<file path="config.mk">
export PLATFORM = sky130hd
export DESIGN_NAME = multicycle_sequencer_flat
export DESIGN_NICKNAME = d
export VERILOG_FILES = /design/src/rtl/multicycle_sequencer_if.sv /design/src/rtl/multicycle_sequencer.sv /design/src/flat_wrapper.sv
export SDC_FILE = /design/constraint.sdc
export NUM_CORES = 1
export LEC_CHECK = 0
export BUFFER_PORTS_ARGS = -buffer_cell sky130_fd_sc_hd__buf_2
export CORE_MARGIN = 1.5
export CORE_UTILIZATION = 40
export CTS_CLUSTER_SIZE = 12
export DETAILED_ROUTE_END_ITERATION = 10
export GPL_ROUTABILITY_DRIVEN = 1
export PLACE_DENSITY_LB_ADDON = 0.2
export SYNTH_ARGS = -nofsm -noshare
export SYNTH_HDL_FRONTEND = slang
export SYNTH_SLANG_ARGS = --single-unit
</file>
<file path="constraint.sdc">
create_clock -name clk -period 1.7 [get_ports clk]
set_input_delay 0.17 -clock clk [delete_from_list [all_inputs] [get_ports clk]]
set_output_delay 0.17 -clock clk [all_outputs]
set_load 0.01 [all_outputs]
</file>
<file path="src/rtl/multicycle_sequencer_if.sv">
// Bundle between the multicycle sequencer and its core/memory environment.
// The sequencer is the master: it drives requests, strobes and status and samples the rest.
interface multicycle_sequencer_if #(
  parameter int CNT_W = 16
);
  // Handshake: imem_req/dmem_req stay high for every cycle of FETCH/MEM.
  // The access completes in the first cycle where req and the matching ready are both 1.
  // Ready while no request is pending is ignored.
  logic             start;
  logic [5:0]       opcode;
  logic             br_taken;
  logic             imem_ready;
  logic             dmem_ready;
  logic             imem_req;
  logic             ir_write;
  logic             pc_write;
  logic             dmem_req;
  logic             dmem_we;
  logic             rf_write;
  logic             busy;
  logic             halted;
  logic             illegal;
  logic             timeout;
  logic [2:0]       state;
  logic [CNT_W-1:0] instr_count;

  modport master (
    input  start, opcode, br_taken, imem_ready, dmem_ready,
    output imem_req, ir_write, pc_write, dmem_req, dmem_we, rf_write,
           busy, halted, illegal, timeout, state, instr_count
  );

  modport slave (
    output start, opcode, br_taken, imem_ready, dmem_ready,
    input  imem_req, ir_write, pc_write, dmem_req, dmem_we, rf_write,
           busy, halted, illegal, timeout, state, instr_count
  );
endinterface

</file>
<file path="src/rtl/multicycle_sequencer.sv">
// Multi-cycle control FSM for the KGP-RISC core: FETCH/DECODE/EXEC/MEM/WB with
// ready-handshaked memories, a wait timeout, halt detection and a retired count.
module multicycle_sequencer #(
  parameter int         CNT_W       = 16,
  parameter int         TO_W        = 8,
  parameter int         MEM_TIMEOUT = 100,
  parameter logic [5:0] HALT_OP     = 6'b111111
) (
  input  logic                   clk,
  input  logic                   rst,
  multicycle_sequencer_if.master bus
);

  typedef enum logic [2:0] {
    S_IDLE   = 3'd0,
    S_FETCH  = 3'd1,
    S_DECODE = 3'd2,
    S_EXEC   = 3'd3,
    S_MEM    = 3'd4,
    S_WB     = 3'd5,
    S_HALT   = 3'd6
  } state_t;

  state_t           state_q, state_d;
  logic [TO_W-1:0]  wait_q, wait_d;
  logic [CNT_W-1:0] cnt_q;
  logic             illegal_q, timeout_q;

  logic is_alu, is_br, is_ld, is_st, is_halt, is_illegal;
  logic wait_hit;
  logic retire, set_illegal, set_timeout;
  logic imem_req_c, ir_write_c, pc_write_c, dmem_req_c, dmem_we_c, rf_write_c;

  // Instruction class, decoded from opcode every cycle; HALT_OP wins over any class.
  always_comb begin
    is_alu = 1'b0;
    is_br  = 1'b0;
    is_ld  = 1'b0;
    is_st  = 1'b0;
    case (bus.opcode)
      6'b000001, 6'b000010, 6'b000011: is_alu = 1'b1;
      6'b100100, 6'b100101:            is_alu = 1'b1;
      6'b000100, 6'b000101, 6'b000110: is_br  = 1'b1;
      6'b100011:                       is_ld  = 1'b1;
      6'b101011:                       is_st  = 1'b1;
      default: ;
    endcase
    is_halt    = (bus.opcode == HALT_OP);
    is_illegal = !(is_halt || is_alu || is_br || is_ld || is_st);
  end

  // A ready arriving in the limit cycle still completes the access.
  assign wait_hit = (MEM_TIMEOUT != 0) && (wait_q == TO_W'(MEM_TIMEOUT));

  always_comb begin
    state_d     = state_q;
    wait_d      = '0;
    retire      = 1'b0;
    set_illegal = 1'b0;
    set_timeout = 1'b0;
    imem_req_c  = 1'b0;
    ir_write_c  = 1'b0;
    pc_write_c  = 1'b0;
    dmem_req_c  = 1'b0;
    dmem_we_c   = 1'b0;
    rf_write_c  = 1'b0;
    case (state_q)
      S_IDLE: begin
        if (bus.start) state_d = S_FETCH;
      end
      S_FETCH: begin
        imem_req_c = 1'b1;
        if (bus.imem_ready) begin
          ir_write_c = 1'b1;
          pc_write_c = 1'b1;
          state_d    = S_DECODE;
        end else if (wait_hit) begin
          set_timeout = 1'b1;
          state_d     = S_HALT;
        end else begin
          wait_d = wait_q + 1'b1;
        end
      end
      S_DECODE: begin
        if (is_halt) begin
          state_d = S_HALT;
        end else if (is_illegal) begin
          set_illegal = 1'b1;
          state_d     = S_FETCH;
        end else begin
          state_d = S_EXEC;
        end
      end
      S_EXEC: begin
        if (is_br) begin
          pc_write_c = bus.br_taken;
          retire     = 1'b1;
          state_d    = S_FETCH;
        end else if (is_ld || is_st) begin
          state_d = S_MEM;
        end else begin
          state_d = S_WB;
        end
      end
      S_MEM: begin
        dmem_req_c = 1'b1;
        dmem_we_c  = is_st;
        if (bus.dmem_ready) begin
          if (is_st) begin
            retire  = 1'b1;
            state_d = S_FETCH;
          end else begin
            state_d = S_WB;
          end
        end else if (wait_hit) begin
          set_timeout = 1'b1;
          state_d     = S_HALT;
        end else begin
          wait_d = wait_q + 1'b1;
        end
      end
      S_WB: begin
        rf_write_c = 1'b1;
        retire     = 1'b1;
        state_d    = S_FETCH;
      end
      S_HALT: state_d = S_HALT;
      default: state_d = S_IDLE;
    endcase
  end

  always_ff @(posedge clk) begin
    if (rst) begin
      state_q   <= S_IDLE;
      wait_q    <= '0;
      cnt_q     <= '0;
      illegal_q <= 1'b0;
      timeout_q <= 1'b0;
    end else begin
      state_q <= state_d;
      wait_q  <= wait_d;
      if (retire)      cnt_q     <= cnt_q + 1'b1;
      if (set_illegal) illegal_q <= 1'b1;
      if (set_timeout) timeout_q <= 1'b1;
    end
  end

  // Strobes are forced low during the reset cycle itself, whatever the old state.
  assign bus.imem_req    = imem_req_c & ~rst;
  assign bus.ir_write    = ir_write_c & ~rst;
  assign bus.pc_write    = pc_write_c & ~rst;
  assign bus.dmem_req    = dmem_req_c & ~rst;
  assign bus.dmem_we     = dmem_we_c  & ~rst;
  assign bus.rf_write    = rf_write_c & ~rst;
  assign bus.busy        = (state_q != S_IDLE) && (state_q != S_HALT);
  assign bus.halted      = (state_q == S_HALT);
  assign bus.illegal     = illegal_q;
  assign bus.timeout     = timeout_q;
  assign bus.state       = state_q;
  assign bus.instr_count = cnt_q;

endmodule
</file>
<file path="src/flat_wrapper.sv">
// flat-port wrapper written by rule: the top's interface ports become plain ports
module multicycle_sequencer_flat 
#(
  parameter int         CNT_W       = 16,
  parameter int         TO_W        = 8,
  parameter int         MEM_TIMEOUT = 100,
  parameter logic [5:0] HALT_OP     = 6'b111111
)
  (clk, rst, bus_start, bus_opcode, bus_br_taken, bus_imem_ready, bus_dmem_ready, bus_imem_req, bus_ir_write, bus_pc_write, bus_dmem_req, bus_dmem_we, bus_rf_write, bus_busy, bus_halted, bus_illegal, bus_timeout, bus_state, bus_instr_count);
  multicycle_sequencer_if #(.CNT_W(CNT_W)) bus_i ();
  input  logic clk;
  input  logic rst;
  input wire logic [$bits(bus_i.start)-1:0] bus_start;
  input wire logic [$bits(bus_i.opcode)-1:0] bus_opcode;
  input wire logic [$bits(bus_i.br_taken)-1:0] bus_br_taken;
  input wire logic [$bits(bus_i.imem_ready)-1:0] bus_imem_ready;
  input wire logic [$bits(bus_i.dmem_ready)-1:0] bus_dmem_ready;
  output wire logic [$bits(bus_i.imem_req)-1:0] bus_imem_req;
  output wire logic [$bits(bus_i.ir_write)-1:0] bus_ir_write;
  output wire logic [$bits(bus_i.pc_write)-1:0] bus_pc_write;
  output wire logic [$bits(bus_i.dmem_req)-1:0] bus_dmem_req;
  output wire logic [$bits(bus_i.dmem_we)-1:0] bus_dmem_we;
  output wire logic [$bits(bus_i.rf_write)-1:0] bus_rf_write;
  output wire logic [$bits(bus_i.busy)-1:0] bus_busy;
  output wire logic [$bits(bus_i.halted)-1:0] bus_halted;
  output wire logic [$bits(bus_i.illegal)-1:0] bus_illegal;
  output wire logic [$bits(bus_i.timeout)-1:0] bus_timeout;
  output wire logic [$bits(bus_i.state)-1:0] bus_state;
  output wire logic [$bits(bus_i.instr_count)-1:0] bus_instr_count;
  assign bus_i.start = bus_start;
  assign bus_i.opcode = bus_opcode;
  assign bus_i.br_taken = bus_br_taken;
  assign bus_i.imem_ready = bus_imem_ready;
  assign bus_i.dmem_ready = bus_dmem_ready;
  assign bus_imem_req = bus_i.imem_req;
  assign bus_ir_write = bus_i.ir_write;
  assign bus_pc_write = bus_i.pc_write;
  assign bus_dmem_req = bus_i.dmem_req;
  assign bus_dmem_we = bus_i.dmem_we;
  assign bus_rf_write = bus_i.rf_write;
  assign bus_busy = bus_i.busy;
  assign bus_halted = bus_i.halted;
  assign bus_illegal = bus_i.illegal;
  assign bus_timeout = bus_i.timeout;
  assign bus_state = bus_i.state;
  assign bus_instr_count = bus_i.instr_count;
  multicycle_sequencer #(.CNT_W(CNT_W), .TO_W(TO_W), .MEM_TIMEOUT(MEM_TIMEOUT), .HALT_OP(HALT_OP)) u_core (.clk(clk), .rst(rst), .bus(bus_i));
endmodule
</file>
==> impl_metrics.yaml, run 1 <==
clock_network:
  htreeDepth: 2
  tritoncts: "done"
  cts_num_sinks: 29
  cts-root-buf: "clkbuf_8"
  ctsHoldBuffers: 0
  cts_inserted_buffers: 5
  clk_pin_slew_worst_paths_ns: 0.06
  cts_buffer_depth: 2
  clkLatencyLatePin_ns: 0.28
floorplan:
  die_x_microns: 65.4
  die-area_sq_um: 4280
  coreArea_sq_um: 3690
  die_y_microns: 65.4
  start_util_pct: 42.3
  io_pins: 41
  num_rows: 22
finish:
  diodes: 0
  syn2layout_area_growth_pct: 40.9
  fin_util_pct: 59.6
  ff_latch_area_sq_um: 584
  final_layout_size_suffix_gt1_share_pct: 34.7
  layoutNonFillerInstCount: 322
  final_nets: 288
  multiInputGateArea_sq_um: 940
  fillers: 362
outcome:
  status: "finished clean"
setup_path:
  rr_endpoint: "u_core.bus.instr_count[13]"
  r2r_slack_ns: 0.02
  cp-start-kind: "flop"
  r2r_start: "u_core.bus.state[1]"
  crit_start: "u_core.bus.state[1]"
  endpoint_kind: "flop"
  crit_type: "flop to flop"
  reg2reg_depth: 7
  crit_required_ns: 1.91
  arrival_ns: 1.89
  critPathMaxFanout: 12
synthesis:
  yosysTopAreaCell: "dfxtp_1"
  synthDistinctLibCells: 42
  synth.net_count: 211
  synth_area_per_cell_sq_um: 7.95
  syn_area_sq_um: 1560
  synth_edf_count: 0
  yosys-top-cells-area: "dfxtp_1 37%, nor2_1 6.5%, a21oi_1 5.1%, nand3_1 4.2%, or3_1 3.6%"
  yosysSeqAreaShare_pct: 37.2
  syn_inst: 196
  synth_seq_cells: 29
  synthArstFlopShare_pct: 0
  netlist.area_leader.share_pct: 37.2
  ys.flop_type: "dfxtp_1"
  ys_warn_count: 0
global_route:
  track_usage_pct: 19.7
  first_global_vias: 1521
  gr-total-overflow: 0
  grt_first_pass_wirelength_mm: 6.69
  antenna_found_initial: 0
  grt_start_max_net_pins: 25
power:
  powerDensity_nw_per_um2: 664
  peakVddDrop_mv: 0.539
  switching_share_pct: 23.4
  clock_power_share_pct: 42.9
  pwr-share-comb_pct: 9.5
  p_switching_w: 0.000342
  fin_total_pwr_w: 0.00146
  seq_power_share_pct: 47.6
  leakage_nw: 0.903
  p_int_w: 0.00112
sta:
  period_share_pct: 98.8
  slew_violations: 0
  fmax_ghz: 0.595
  setup_viol: 0
  grt_setup_unrepaired: "true"
  fin_skew_ns: 0.00275
  worst_slew_pin_slew_ns: 0.456
  hold_violations: 0
  slew-limit-headroom_pct: 69.6
  fin_crit_ns: 1.68
  hold_slack_ns: 0.317
  worst_slack_ns: 0.0201
hold_path:
  worst_hold_path.num_cells: 2
  min_to: "u_core.bus.timeout"
  min_path_type: "input pin to flop"
  worstHoldStart: "rst"
drt:
  vias: 1690
  drt_wl_total_mm: 4.10
  drc: 0
  firstDrtPassIters: 4
  via_per_inst: 5.25
  final_antenna_net_count: 0
  drt-initial-drc-count: 75
  avgRoutedWirePerCell_microns: 12.7
place:
  portBuffers: 40
  place_ws_ns: -0.109
  gp_congestion: 0.780
  hpwl_mm: 2.90
  placedCellCount: 307
flow_run:
  max_cap_viol_count: 0
[through the flow]
stage / setup TNS (ns) / instance area [sq um]
global placement: -0.0580 / 2020
global route: -0.468 / 2200
detailed placement: -0.481 / 2020
finish: 0 / 2200
floorplan: 0 / 1560
CTS: -0.0136 / 2130
[registers in the layout (all words and copies together), names as in the netlist]
register and flops:
u_core.bus.instr_count 16, u_core.wait_q 8, u_core.bus.illegal 1, u_core.bus.timeout 1
u_core.bus.state 3
[Yosys cell counts, types with 6 or more instances]
cell      n
dfxtp_1  29
nor2_1   27
a21oi_1  16
nand3_1  13
nand2_1  10
o21ai_0  10
inv_1     9
or3_1     9
nor3_1    8
xor2_1    6
[area by class of cell]
| type | instances | share of cell area, % |
|---|---|---|
| clock buffer | 7 | 4.38 |
| clock inverter | 1 | 0.228 |
| inverter | 9 | 1.71 |
| multi-input combinational | 152 | 42.8 |
| sequential | 29 | 26.6 |
| tap | 48 | 2.73 |
| timing repair buffer | 76 | 21.6 |
[per-layer routing]
layer	vias to the layer above	routed length [microns]	track usage [%]
met5	-	0	0
met4	0	46	6.25
met3	5	241	4.28
met2	43	1870	31.6
met1	770	1940	26.5
li1	872	-	-
[worst max-delay path by stage]
stage | cells after the start | endpoint
floorplan | 5 | u_core.bus.instr_count[14]
global placement | 6 | u_core.bus.instr_count[14]
detailed placement | 6 | u_core.bus.instr_count[10]
CTS | 6 | u_core.bus.instr_count[0]
global route | 6 | u_core.bus.instr_count[13]
finish | 7 | u_core.bus.instr_count[13]
[cells by family (layout without fill, tap and decap cells)]
| group | Yosys count | count (layout) | synth area share (%) |
|---|---|---|---|
| AOI/OAI and AO/OA | 45 | 46 | 18.5 |
| xor gates and xnor gates | 8 | 8 | 4.49 |
| DFF | 29 | 29 | 37.2 |
| adders and majority gates | 3 | 3 | 2.41 |
| buffers and inverters | 16 | 93 | 4.01 |
| and+or+nand+nor | 93 | 93 | 32.0 |
| muxes | 2 | 2 | 1.36 |
[layout by cell type (no fill, tap or decap), types with 2 or more instances in the layout]
master / Yosys / layout
xnor2_1: 2 / 2
nand2_1: 10 / 9
nor3_1: 8 / 8
ha_1: 3 / 3
a211oi_1: 2 / 2
xor2_1: 6 / 6
buf_4: 0 / 35
or3_1: 9 / 9
or4_1: 5 / 5
nand2b_1: 4 / 4
clkbuf_8: 0 / 7
a21oi_1: 16 / 16
nor2b_1: 3 / 3
nand3_1: 13 / 13
a22oi_2: 1 / 2
buf_2: 2 / 40
o21ai_0: 10 / 10
dfxtp_1: 29 / 26
dfxtp_2: 0 / 3
inv_1: 9 / 8
o31ai_1: 5 / 5
and3_1: 3 / 3
nand4_1: 3 / 3
nor2_1: 27 / 26
[critical path, stage by stage (launching register included)]
cell and delay, ns:
dfxtp_2 0.32, buf_4 0.13, nand2b_1 0.19, nor4_2 0.22, a31oi_1 0.08, buf_4 0.19
or3_1 0.35, a21oi_1 0.14
[power by group through the flow]
stage          clock network [W]   logic, W  registers [W]
5_1_grt                 0.000669   0.000151       0.000695
3_3_place_gp                   0   0.000132       0.000707
3_5_place_dp                   0   0.000133       0.000707
4_1_cts                 0.000637   0.000133       0.000692
6_report                0.000626   0.000138       0.000694
2_1_floorplan                  0  0.0000633       0.000707
[what timing repair did]
action                                  in CTS  in global routing
gates cloned                                 0                  1
pin swaps                                    3                  1
buffers inserted                             1                  5
endpoints found under the setup margin       9                 17
gates resized for setup                      1                  8
endpoints found under the hold margin        0                  0
No activity file was read; power rests on OpenSTA's default activity.
==> inputs of run 2 (changes only) <==
--- a/config.mk
+++ b/config.mk
@@ -6,8 +6,10 @@
 export NUM_CORES = 1
 export LEC_CHECK = 0
 export BUFFER_PORTS_ARGS = -buffer_cell sky130_fd_sc_hd__buf_2
+export CELL_PAD_IN_SITES_DETAIL_PLACEMENT = 0
+export CELL_PAD_IN_SITES_GLOBAL_PLACEMENT = 1
 export CORE_MARGIN = 1.5
-export CORE_UTILIZATION = 40
+export CORE_UTILIZATION = 37
 export CTS_CLUSTER_SIZE = 12
 export DETAILED_ROUTE_END_ITERATION = 10
 export GPL_ROUTABILITY_DRIVEN = 1
==> impl_metrics.yaml, run 2 (synthesis results as in run 1) <==
outcome:
  status: "finished clean"
sta:
  slew-limit-headroom_pct: 66.5
  hold_violations: 0
  hold_slack_ns: 0.326
  fin_crit_ns: 1.61
  period_share_pct: 94.9
  grt_setup_unrepaired: "true"
  slew_violations: 0
  worst_slew_pin_slew_ns: 0.502
  fmax_ghz: 0.620
  setup_viol: 0
  fin_skew_ns: 0.00415
clock_network:
  clk_pin_slew_worst_paths_ns: 0.06
  htreeDepth: 2
  tritoncts: "done"
  cts_num_sinks: 29
  cts-root-buf: "clkbuf_8"
  ctsHoldBuffers: 0
  cts_buffer_depth: 2
  clkLatencyLatePin_ns: 0.28
  cts_inserted_buffers: 5
power:
  switching_share_pct: 23.8
  clock_power_share_pct: 40.9
  powerDensity_nw_per_um2: 642
  p_switching_w: 0.000334
  pwr-share-comb_pct: 9.5
  peakVddDrop_mv: 0.420
  seq_power_share_pct: 49.6
  p_int_w: 0.00107
  leakage_nw: 0.880
setup_path:
  crit_required_ns: 1.92
  cp-start-kind: "flop"
  cpPeakStageDelay_ns: 0.55
  arrival_ns: 1.83
  crit_chain: "nor2b_2, a31o_1, a22oi_2, or4b_4, a21oi_2"
  crit_type: "flop to flop"
  crit_family: "simple AND/OR/NAND/NOR gates"
  endpoint_kind: "flop"
  critPathMaxFanout: 6
  slowest_stage: "or4b_4"
  path_buf_inv: 0
  cp.depth: 5
  reg2reg_depth: 5
drt:
  drc: 0
  avgRoutedWirePerCell_microns: 12.5
  final_antenna_net_count: 0
  vias: 1649
  drt-initial-drc-count: 120
  via_per_inst: 5.17
  firstDrtPassIters: 4
  drt_wl_total_mm: 4.00
finish:
  fillers: 408
  final_layout_size_suffix_gt1_share_pct: 36.1
  diodes: 0
  multiInputGateArea_sq_um: 971
  layout_common_cells: "40 x buf_2, 32 x buf_4, 27 x nor2_1, 24 x dfxtp_1, 15 x a21oi_1"
  final_nets: 284
  layoutNonFillerInstCount: 319
  final_common_cell: "buf_2"
  ff_latch_area_sq_um: 587
  largest_reg_flops: 16
  syn2layout_area_growth_pct: 39.9
global_route:
  first_global_vias: 1390
  track_usage_pct: 18.4
  grt_start_max_net_pins: 25
  grt_first_pass_wirelength_mm: 6.32
  antenna_found_initial: 0
  gr-total-overflow: 0
floorplan:
  coreArea_sq_um: 4030
  die_x_microns: 67.9
  die_y_microns: 67.9
  io_pins: 41
  start_util_pct: 38.7
  num_rows: 23
  die-area_sq_um: 4610
hold_path:
  worst_hold_path.num_cells: 4
  min_path_type: "input pin to flop"
place:
  portBuffers: 40
  gp_congestion: 0.748
  placedCellCount: 308
  hpwl_mm: 2.83
flow_run:
  max_cap_viol_count: 0
==> run 2: final cells by class <==
cell class / count / area share [%]
timing repair buffer: 72 / 20.2
multi-input combinational: 152 / 44.5
clock buffer: 7 / 3.96
sequential: 29 / 26.9
tap: 50 / 2.87
inverter: 9 / 1.55
==> run 2: layer usage <==
layer | vias to the layer above | track usage [%] | routed length [microns]
li1 | 862 | - | -
met4 | 0 | 7.50 | 61
met5 | - | 0 | 0
met3 | 7 | 4.93 | 166
met2 | 32 | 28.2 | 1760
met1 | 748 | 24.4 | 2010
==> run 2: worst paths after layout <==
path,start,end,slack (ns)
worst min-delay path,bus_dmem_ready,u_core.bus.state[1],0.33
worst min register to register,u_core.bus.timeout,u_core.bus.timeout,0.46
worst max register to register,u_core.bus.state[1],u_core.bus.instr_count[10],0.09
worst max-delay path,u_core.bus.state[1],u_core.bus.instr_count[10],0.09
==> run 2: timing repair <==
action                     CTS  global route
buffers inserted             0             3
gates cloned                 1             0
pin swaps                    1             4
setup endpoints to repair    1            12
resized for setup            0            16
==> run 2: power groups by stage <==
stage / registers (W) / clock network [W] / logic (W)
floorplan: 0.000707 / 0 / 0.0000633
global placement: 0.000707 / 0 / 0.000130
detailed placement: 0.000707 / 0 / 0.000129
CTS: 0.000692 / 0.000592 / 0.000131
global route: 0.000694 / 0.000629 / 0.000148
finish: 0.000694 / 0.000573 / 0.000134
==> run 2: per-stage QoR <==
step	power, W	area [sq um]	setup slack, ns	TNS (ns)	utilization (%)
floorplan	0.000770	1560	0.0166	0	-
global placement	0.000837	2010	-0.0286	-0.0549	49.9
detailed placement	0.000836	2010	-0.0744	-0.265	49.9
CTS	0.00141	2100	0.0132	0	52.2
global route	0.00147	2180	0.00422	0	54.1
finish	0.00140	2180	0.0870	0	54.1
==> run 2: worst register-to-register path, stage by stage (launching register included) <==
cell and delay [ns]:
dfxtp_2 0.34, nor2b_2 0.15, a31o_1 0.22, a22oi_2 0.15, or4b_4 0.55, a21oi_2 0.13
==> inputs of run 3 (changes only) <==
==> constraint.sdc (replaced) <==
create_clock -name clk -period 1.55 [get_ports clk]
set_input_delay 0.155 -clock clk [delete_from_list [all_inputs] [get_ports clk]]
set_output_delay 0.155 -clock clk [all_outputs]
set_load 0.01 [all_outputs]
==> impl_metrics.yaml, run 3 (synthesis results as in run 1) <==
clock_network:
  clk_pin_slew_worst_paths_ns: 0.06
  cts_buffer_depth: 2
  cts_inserted_buffers: 5
  clkLatencyLatePin_ns: 0.28
  htreeDepth: 2
  cts-root-buf: "clkbuf_8"
  tritoncts: "done"
  ctsHoldBuffers: 0
  cts_num_sinks: 29
power:
  peakVddDrop_mv: 0.526
  powerDensity_nw_per_um2: 651
  leakage_nw: 0.960
sta:
  fin_skew_ns: 0.00706
  period_share_pct: 104
  hold_violations: 0
  fmax_ghz: 0.621
  slew_violations: 0
  worst_slew_pin_slew_ns: 0.505
  fin_crit_ns: 1.61
  worst_slack_ns: -0.0602
  slew-limit-headroom_pct: 66.3
  setup_viol: 6
  grt_setup_unrepaired: "true"
setup_path:
  crit_required_ns: 1.77
  critPathMaxFanout: 2
  reg2reg_depth: 6
  path_buf_inv: 1
  r2r_start: "u_core.bus.instr_count[3]"
  cp-start-kind: "flop"
  rr_endpoint: "u_core.bus.instr_count[15]"
  crit_family: "simple AND/OR/NAND/NOR gates"
  r2r_slack_ns: -0.06
  crit_chain: "nand4_1, nor3_2, nand4_1, buf_4, or4_4, a21oi_2"
  crit_type: "flop to flop"
  cpPeakStageDelay_ns: 0.41
  endpoint_kind: "flop"
  arrival_ns: 1.83
  slowest_stage: "or4_4"
  cp_common_cell: "nand4_1"
global_route:
  first_global_vias: 1627
  grt_first_pass_wirelength_mm: 7.13
  antenna_found_initial: 0
  gr-total-overflow: 0
  track_usage_pct: 20.6
  grt_start_max_net_pins: 25
hold_path:
  worst_hold_path.num_cells: 2
  min_path_type: "input pin to flop"
  worstHoldStart: "rst"
  min_to: "u_core.bus.instr_count[1]"
floorplan:
  die-area_sq_um: 4610
  die_y_microns: 67.9
  die_x_microns: 67.9
  coreArea_sq_um: 4030
  num_rows: 23
  io_pins: 41
  start_util_pct: 38.7
finish:
  syn2layout_area_growth_pct: 52.9
  fillers: 386
  postLayoutCellArea_sq_um: 2380
  largest_reg_flops: 16
  layout_common_cells: "40 x buf_2, 37 x buf_4, 26 x nor2_1, 20 x dfxtp_1, 14 x a21oi_1"
  fin_util_pct: 59.2
  final_nets: 297
  diodes: 0
  final_common_cell: "buf_2"
  final_layout_size_suffix_gt1_share_pct: 44.0
place:
  gp_congestion: 0.755
  hpwl_mm: 2.95
  placed_area_sq_um: 2080
  portBuffers: 40
drt:
  vias: 1738
  via_per_inst: 5.23
  firstDrtPassIters: 4
  avgRoutedWirePerCell_microns: 12.9
  drt_wl_total_mm: 4.28
  drt-initial-drc-count: 77
  drc: 0
  final_antenna_net_count: 0
outcome:
  violations: "setup timing"
  status: "finished, violations left"
flow_run:
  max_cap_viol_count: 0
==> run 3: changes by cell type in the layout (fill, tap and decap cells not counted), moves of 4 or more <==
cell,change
buf_6,+8
dfxtp_1,-4
buf_4,+5
dfxtp_4,+4
==> run 3: stage by stage <==
step	power, W	TNS (ns)	instances	hold slack [ns]	worst slack (ns)
3_3_place_gp	0.000929	-1.43	315	0.446	-0.192
2_1_floorplan	0.000844	0	196	0.335	0.00617
3_5_place_dp	0.000929	-1.91	315	0.455	-0.223
5_1_grt	0.00162	-1.43	332	0.339	-0.144
6_report	0.00155	-0.122	332	0.320	-0.0602
4_1_cts	0.00156	-0.179	329	0.308	-0.0426
==> run 3: worst max-delay path by stage <==
stage | startpoint | endpoint | slack [ns] | depth (start not counted)
floorplan | u_core.bus.state[2] | u_core.bus.instr_count[1] | 0.006 | 6
global placement | bus_opcode[3] | u_core.bus.instr_count[10] | -0.19 | 6
detailed placement | bus_opcode[3] | u_core.bus.instr_count[10] | -0.22 | 6
CTS | u_core.bus.state[2] | u_core.bus.instr_count[3] | -0.04 | 7
global route | u_core.bus.instr_count[3] | u_core.bus.instr_count[15] | -0.14 | 6
finish | u_core.bus.instr_count[3] | u_core.bus.instr_count[15] | -0.06 | 6
==> run 3: final cells by class <==
type | instances | area, sq um | share of cell area, %
multi-input combinational | 152 | 1030 | 43.1
sequential | 29 | 602 | 25.2
timing repair buffer | 85 | 568 | 23.8
clock buffer | 7 | 86.3 | 3.62
tap | 50 | 62.6 | 2.62
inverter | 9 | 37.5 | 1.57
==> run 3: metal layers <==
layer | vias to the layer above | routed length (microns) | track usage (%)
met5 | - | 0 | 0
met4 | 0 | 63 | 7.50
met3 | 7 | 200 | 4.61
met2 | 34 | 1980 | 35.2
met1 | 805 | 2030 | 25.5
li1 | 892 | - | -
==> run 3: report_power, final <==
part           total (W)  switching (W)  internal [W]
logic           0.000176      0.0000903     0.0000861
clock network   0.000620       0.000268      0.000351
registers       0.000755     0.00000774      0.000747
total            0.00155       0.000366       0.00118
==> run 3: timing repair <==
action	CTS	global route
endpoints found under the setup margin	20	29
setup buffers	7	3
resized for setup	14	21
gates cloned	1	0
pin swaps	10	13
